`config.mk`:
```
export PLATFORM = sky130hd
export DESIGN_NAME = inst_fetch_unit
export DESIGN_NICKNAME = d
export VERILOG_FILES = /design/src/rtl/inst_fetch_unit.sv
export SDC_FILE = /design/constraint.sdc
export NUM_CORES = 1
export LEC_CHECK = 0
export BUFFER_PORTS_ARGS = -buffer_cell sky130_fd_sc_hd__buf_2
export CAP_MARGIN = 20
export CORE_MARGIN = 5
export CORE_UTILIZATION = 53
export DETAILED_ROUTE_END_ITERATION = 8
export GPL_TIMING_DRIVEN = 0
export PLACE_DENSITY = 0.83
export SLEW_MARGIN = 10
export SYNTH_ARGS = -nofsm -noshare
export SYNTH_HDL_FRONTEND = slang
export SYNTH_SLANG_ARGS = --single-unit
export TNS_END_PERCENT = 5
```
`constraint.sdc`:
```
create_clock -name clk -period 3.9 [get_ports clk]
set_input_delay 0.585 -clock clk [delete_from_list [all_inputs] [get_ports clk]]
set_output_delay 0.585 -clock clk [all_outputs]
set_load 0.03 [all_outputs]
```
`src/rtl/inst_fetch_unit.sv`:
```
`default_nettype none
// ============================================================================
// inst_fetch_unit : decoupled RV32I fetch front end with a PC-tagged FIFO
// Revision        : 1.0
// ============================================================================
module inst_fetch_unit #(
  parameter int                    DATA_WIDTH = 32,
  parameter int                    DEPTH      = 4,
  parameter logic [DATA_WIDTH-1:0] RESET_PC   = '0
) (
  input  logic                    clk,
  input  logic                    rst,
  output logic                    imem_req_valid,
  input  logic                    imem_req_ready,
  output logic [DATA_WIDTH-1:0]   imem_req_addr,
  input  logic                    imem_resp_valid,
  input  logic [DATA_WIDTH-1:0]   imem_resp_data,
  input  logic                    redirect,
  input  logic [DATA_WIDTH-1:0]   redirect_pc,
  output logic                    inst_valid,
  input  logic                    inst_ready,
  output logic [DATA_WIDTH-1:0]   inst_data,
  output logic [DATA_WIDTH-1:0]   inst_pc,
  output logic [$clog2(DEPTH):0]  fifo_count
);

  localparam int c_AW = $clog2(DEPTH);
  localparam int c_CW = c_AW + 1;
  // Redirects can stack dropped responses on top of live ones, so headroom is kept.
  localparam int c_OW = c_AW + 4;

  logic [DATA_WIDTH-1:0] r_fetch_pc;
  logic [DATA_WIDTH-1:0] r_resp_pc;
  logic [c_OW-1:0]       r_outstanding;
  logic [c_OW-1:0]       r_drop_cnt;
  logic [DATA_WIDTH-1:0] r_mem_data [DEPTH];
  logic [DATA_WIDTH-1:0] r_mem_pc   [DEPTH];
  logic [c_AW-1:0]       r_rd_ptr;
  logic [c_AW-1:0]       r_wr_ptr;
  logic [c_CW-1:0]       r_count;

  logic [c_OW-1:0]       w_live;
  logic [c_OW-1:0]       w_credit;
  logic [c_OW-1:0]       w_out_next;
  logic [c_CW-1:0]       w_count_next;
  logic                  w_accept;
  logic                  w_pop;
  logic                  w_push;
  logic                  w_dropping;
  logic [DATA_WIDTH-1:0] w_redirect_pc;

  assign w_live         = r_outstanding - r_drop_cnt;
  assign w_credit       = c_OW'(r_count) + w_live;
  assign imem_req_valid = !rst && !redirect && (w_credit < c_OW'(DEPTH));
  assign imem_req_addr  = rst ? '0 : r_fetch_pc;
  assign inst_valid     = !rst && (r_count != '0) && !redirect;
  assign inst_data      = rst ? '0 : r_mem_data[r_rd_ptr];
  assign inst_pc        = rst ? '0 : r_mem_pc[r_rd_ptr];
  assign fifo_count     = r_count;

  assign w_accept       = imem_req_valid && imem_req_ready;
  assign w_pop          = inst_valid && inst_ready;
  assign w_dropping     = (r_drop_cnt != '0);
  assign w_push         = imem_resp_valid && !w_dropping && !redirect;
  assign w_redirect_pc  = {redirect_pc[DATA_WIDTH-1:2], 2'b00};

  always_comb begin
    w_out_next = r_outstanding;
    if (w_accept && !imem_resp_valid)
      w_out_next = r_outstanding + c_OW'(1);
    else if (!w_accept && imem_resp_valid)
      w_out_next = r_outstanding - c_OW'(1);
  end

  always_comb begin
    w_count_next = r_count;
    if (w_push && !w_pop)
      w_count_next = r_count + c_CW'(1);
    else if (!w_push && w_pop)
      w_count_next = r_count - c_CW'(1);
  end

  always_ff @(posedge clk) begin
    if (rst) begin
      r_fetch_pc    <= RESET_PC;
      r_resp_pc     <= RESET_PC;
      r_outstanding <= '0;
      r_drop_cnt    <= '0;
      r_rd_ptr      <= '0;
      r_wr_ptr      <= '0;
      r_count       <= '0;
    end else begin
      r_outstanding <= w_out_next;
      if (w_accept)
        r_fetch_pc <= r_fetch_pc + DATA_WIDTH'(4);
      if (redirect) begin
        // Everything still in flight after this cycle belongs to the old path.
        r_fetch_pc <= w_redirect_pc;
        r_resp_pc  <= w_redirect_pc;
        r_drop_cnt <= w_out_next;
        r_rd_ptr   <= '0;
        r_wr_ptr   <= '0;
        r_count    <= '0;
      end else begin
        if (imem_resp_valid && w_dropping)
          r_drop_cnt <= r_drop_cnt - c_OW'(1);
        if (w_push) begin
          r_wr_ptr  <= r_wr_ptr + c_AW'(1);
          r_resp_pc <= r_resp_pc + DATA_WIDTH'(4);
        end
        if (w_pop)
          r_rd_ptr <= r_rd_ptr + c_AW'(1);
        r_count <= w_count_next;
      end
    end
  end

  always_ff @(posedge clk) begin
    if (w_push && !rst) begin
      r_mem_data[r_wr_ptr] <= imem_resp_data;
      r_mem_pc[r_wr_ptr]   <= r_resp_pc;
    end
  end

  always_ff @(posedge clk) begin
    if (!rst) begin
      assert (!(w_push && !w_pop && (r_count == c_CW'(DEPTH))));
      assert (!(imem_resp_valid && (r_outstanding == '0)));
    end
  end

endmodule
`default_nettype wire

```
==> impl_results.md <==
- Synth top area share: 51.71%
- GRT Overall Usage: 22.38%
- First-pass GRT wire length: 53.73 mm
- # IOs: ~170
- Commonest non-fill, non-tap cells in the layout: edfxtp_1, buf_2, dfxtp_1
- Sequential area share after synthesis: 62.97%
- DRC Markers: 0
- Reg2Reg Depth: 12
- Critical Path RT: 3.31 ns
- Cts hold-fix bufs: 0
- Initial Util: 53.59%
- Max-slew headroom: 31.81%
- Number of buffers created by CTS: 34
- Synth Area per Inst: 14.00 um2
- Clock-pin slew on the worst setup and hold paths: approximately 0.06 ns
- Power per cell area: 470.5 nW/um2
- Die area: 30570 um2
- Area growth syn-to-layout: 17.48%
- Utilization after layout: 62.96%
- Final hold slack: ~0.29 ns
- Post-Syn Instances: 1029
- Setup CP Type: reg2out
- FF+latch area: between 9000 and 10000 um2
- Period minus WS final: 3.640 ns
- Fmax: 274.7 MHz
- Max-cap violation count: 0
- Final hold viol count: 0
- Mux share of post-synthesis cell area: 10.36%
- Clock skew: 0.02357 ns
- Worst-Skew Late Latency: 0.51 ns
- RSZ-0062 raised after global routing: no
- Most common library cell in the layout ignoring fill and taps: edfxtp_1
- Post-route cell area: 16920 um2
- Netlist Area Pre-Place: 14400 um2
- Total power draw: 7.961 mW
- Wirelength, routed: 34.65 mm
- Nets@finish: 1328
- Final setup TNS: 0 ns
- Reg2reg setup slack: 0.37 ns
- Synth cell types: 61
- Synth warn: 0
- Compound-Gate Fraction of Synth Area: 6.368%
- Post-synthesis simple-gate area fraction: 12.78%
- Worst-margin pin slew: 1.023 ns
- Worst hold path class: in2reg
- Largest area contributor in the netlist: edfxtp_1
- # port buffers: between 150 and 200
- Detail Placement HPWL: 24.07 mm
- Antenna-violating nets left: 0
- Main synth FF type: edfxtp_1
- Critical path fanouts, max: 8
- Area of the multi-input gates: 4965 um2
- Fraction of layout cells with a size suffix above 1: 25.24%
- Startpoint type of the worst setup path: flop
- Arr. time, crit path: 3.06 ns
- Worst hold stages: 1
- Hold worst-path end: r_mem_data[0][18]
- Post-synth EDFFs: between 200 and 250
- Via Count: around 9600
- Adder and majority gate portion of the synthesized area: between 1.5 and 2%
- Fillers: 2013
- Critical R2R Capture: r_fetch_pc[23]
- Largest net degree at the start of global routing: 35
- Finish-stage setup viols: 0
- Synth Register Bits: 329
- VDD IR-drop max: between 200 and 300 uV
- Status: finished clean
- Chip width: 174.8 um
- CTS Root Cell: clkbuf_16
- Overflow after GRT: 0
- Worst Setup End Kind: output pin
- Period utilization: between 90% and 100%
- DIE HEIGHT: approximately 170 um
- H-tree depth: 2
- Ys async rst share: 0%
- Largest family of logic cells by synthesized area: simple AND/OR/NAND/NOR gates
- HP Start: imem_resp_data[18]
- Via/cell ratio: 5.951
- Slew Limit Fails: 0
- Core ar.: 26880 um2
- CTS tree: done
- Antenna violations before repair: 1
- Rows: 60
- Placed cell areas: 15760 um2
- RR Startpoint: r_outstanding[2]
- GP Congestion: around 0.93
- 1st-iter DRT viols: around 850
- Cell leakage power: around 6 nW
- Largest cells by area after synthesis: edfxtp_1, dfxtp_1, mux4_2, and2_1, nor2_1
- Avg WL per Cell: 21.57 um
- Post-synthesis xor/xnor area fraction: 2.719%
- CTS Buffer Depth: 3
- Number of global-route vias before repair: between 9000 and 10000
- Drt pass-1 iters: 5
- CTS sink cnt: about 330
layer usage:
| layer | track usage (%) | wire [um] | part of all wire (%) | vias up |
|---|---|---|---|---|
| li1 | - | - | - | 4360 |
| met1 | 29.84 | 13860 | 40 | 4717 |
| met2 | 37.48 | 17170 | 50 | 414 |
| met3 | 4.414 | 2639 | 7.6 | 64 |
| met4 | 7.005 | 967 | 2.8 | 2 |
| met5 | 0 | 14 | 0.040 | - |
logic make-up after synthesis:
logic type,count (synthesis)
flops,329
fa+ha+maj,20
buf+inv,97
xor+xnor,43
compound gates,127
mux,71
other cells,1
simple gates,341
cell usage after synthesis (all sizes together), types with 3 or more instances:
cell type    n
o21ai       18
a32oi        3
mux4        62
a211oi      12
nand2       58
nor2b       24
nor4         9
mux2i        8
a21oi       15
o21a         5
and4         8
o211ai       8
or3         15
fa           3
inv         37
dfxtp       81
edfxtp     248
clkbuf      40
a21boi       8
ha          17
nor2        63
or4         16
nor3        14
xnor2       25
buf         20
a31oi       23
and2        66
nand4       16
xor2        18
o311ai      17
a311oi       4
or2          4
and3        10
nand3       31
state kept, by name, summed over array words and instances (netlist names), named ones only:
name           cells
r_mem_pc         120
r_wr_ptr           2
r_rd_ptr           2
r_mem_data       128
fifo_count         3
r_resp_pc         30
r_outstanding      6
r_fetch_pc        30
r_drop_cnt         6
worst max-delay path, cell delays in order (launching register included):
cell	delay (ns)
dfxtp_1	0.45
inv_1	0.14
fa_1	0.54
inv_1	0.05
ha_1	0.32
a21oi_1	0.25
nand2_1	0.14
nor4_4	0.31
o21a_1	0.15
buf_2	0.19
where the power goes:
part / switching, mW / internal, mW
sequential: 0.100 / 3.85
clock: 1.30 / 1.93
combinational: 0.492 / 0.298
cell type report:
type                    instances  area share [%]
flip-flops and latches        329           53.60
multi-input cells             606           29.34
clock buffers                  49           5.664
repair buffers                171           5.457
well taps                     341           2.522
plain buffers                  59           1.619
clock inverters                13          0.9613
inverters                      37          0.8208
diodes                          1         0.01479
through the flow:
stage,std cells,setup slack [ns]
detailed placement,1541,0.2329
CTS,1604,0.03744
finish,1606,0.2597
global placement,1537,-1.056
global route,1605,0.08784
floorplan,1032,0.4724
worst max-delay path by stage:
| stage | start | endpoint | slack (ns) | cells past startpoint |
|---|---|---|---|---|
| 3_3_place_gp | imem_resp_valid | r_mem_data[3][8] | -1.06 | 5 |
| 2_1_floorplan | imem_resp_valid | r_mem_data[0][0] | 0.47 | 4 |
| 4_1_cts | r_outstanding[2] | imem_req_valid | 0.04 | 9 |
| 5_1_grt | r_outstanding[2] | imem_req_valid | 0.09 | 9 |
| 3_5_place_dp | r_outstanding[2] | r_fetch_pc[23] | 0.23 | 12 |
| 6_report | r_outstanding[2] | imem_req_valid | 0.26 | 9 |
timing repair:
item                                    CTS  global route
pin swaps                                 1             1
gates resized for setup                   1             1
endpoints found under the setup margin    1             2
setup buffers                             1             2
Power figures use the tool's default switching activity.
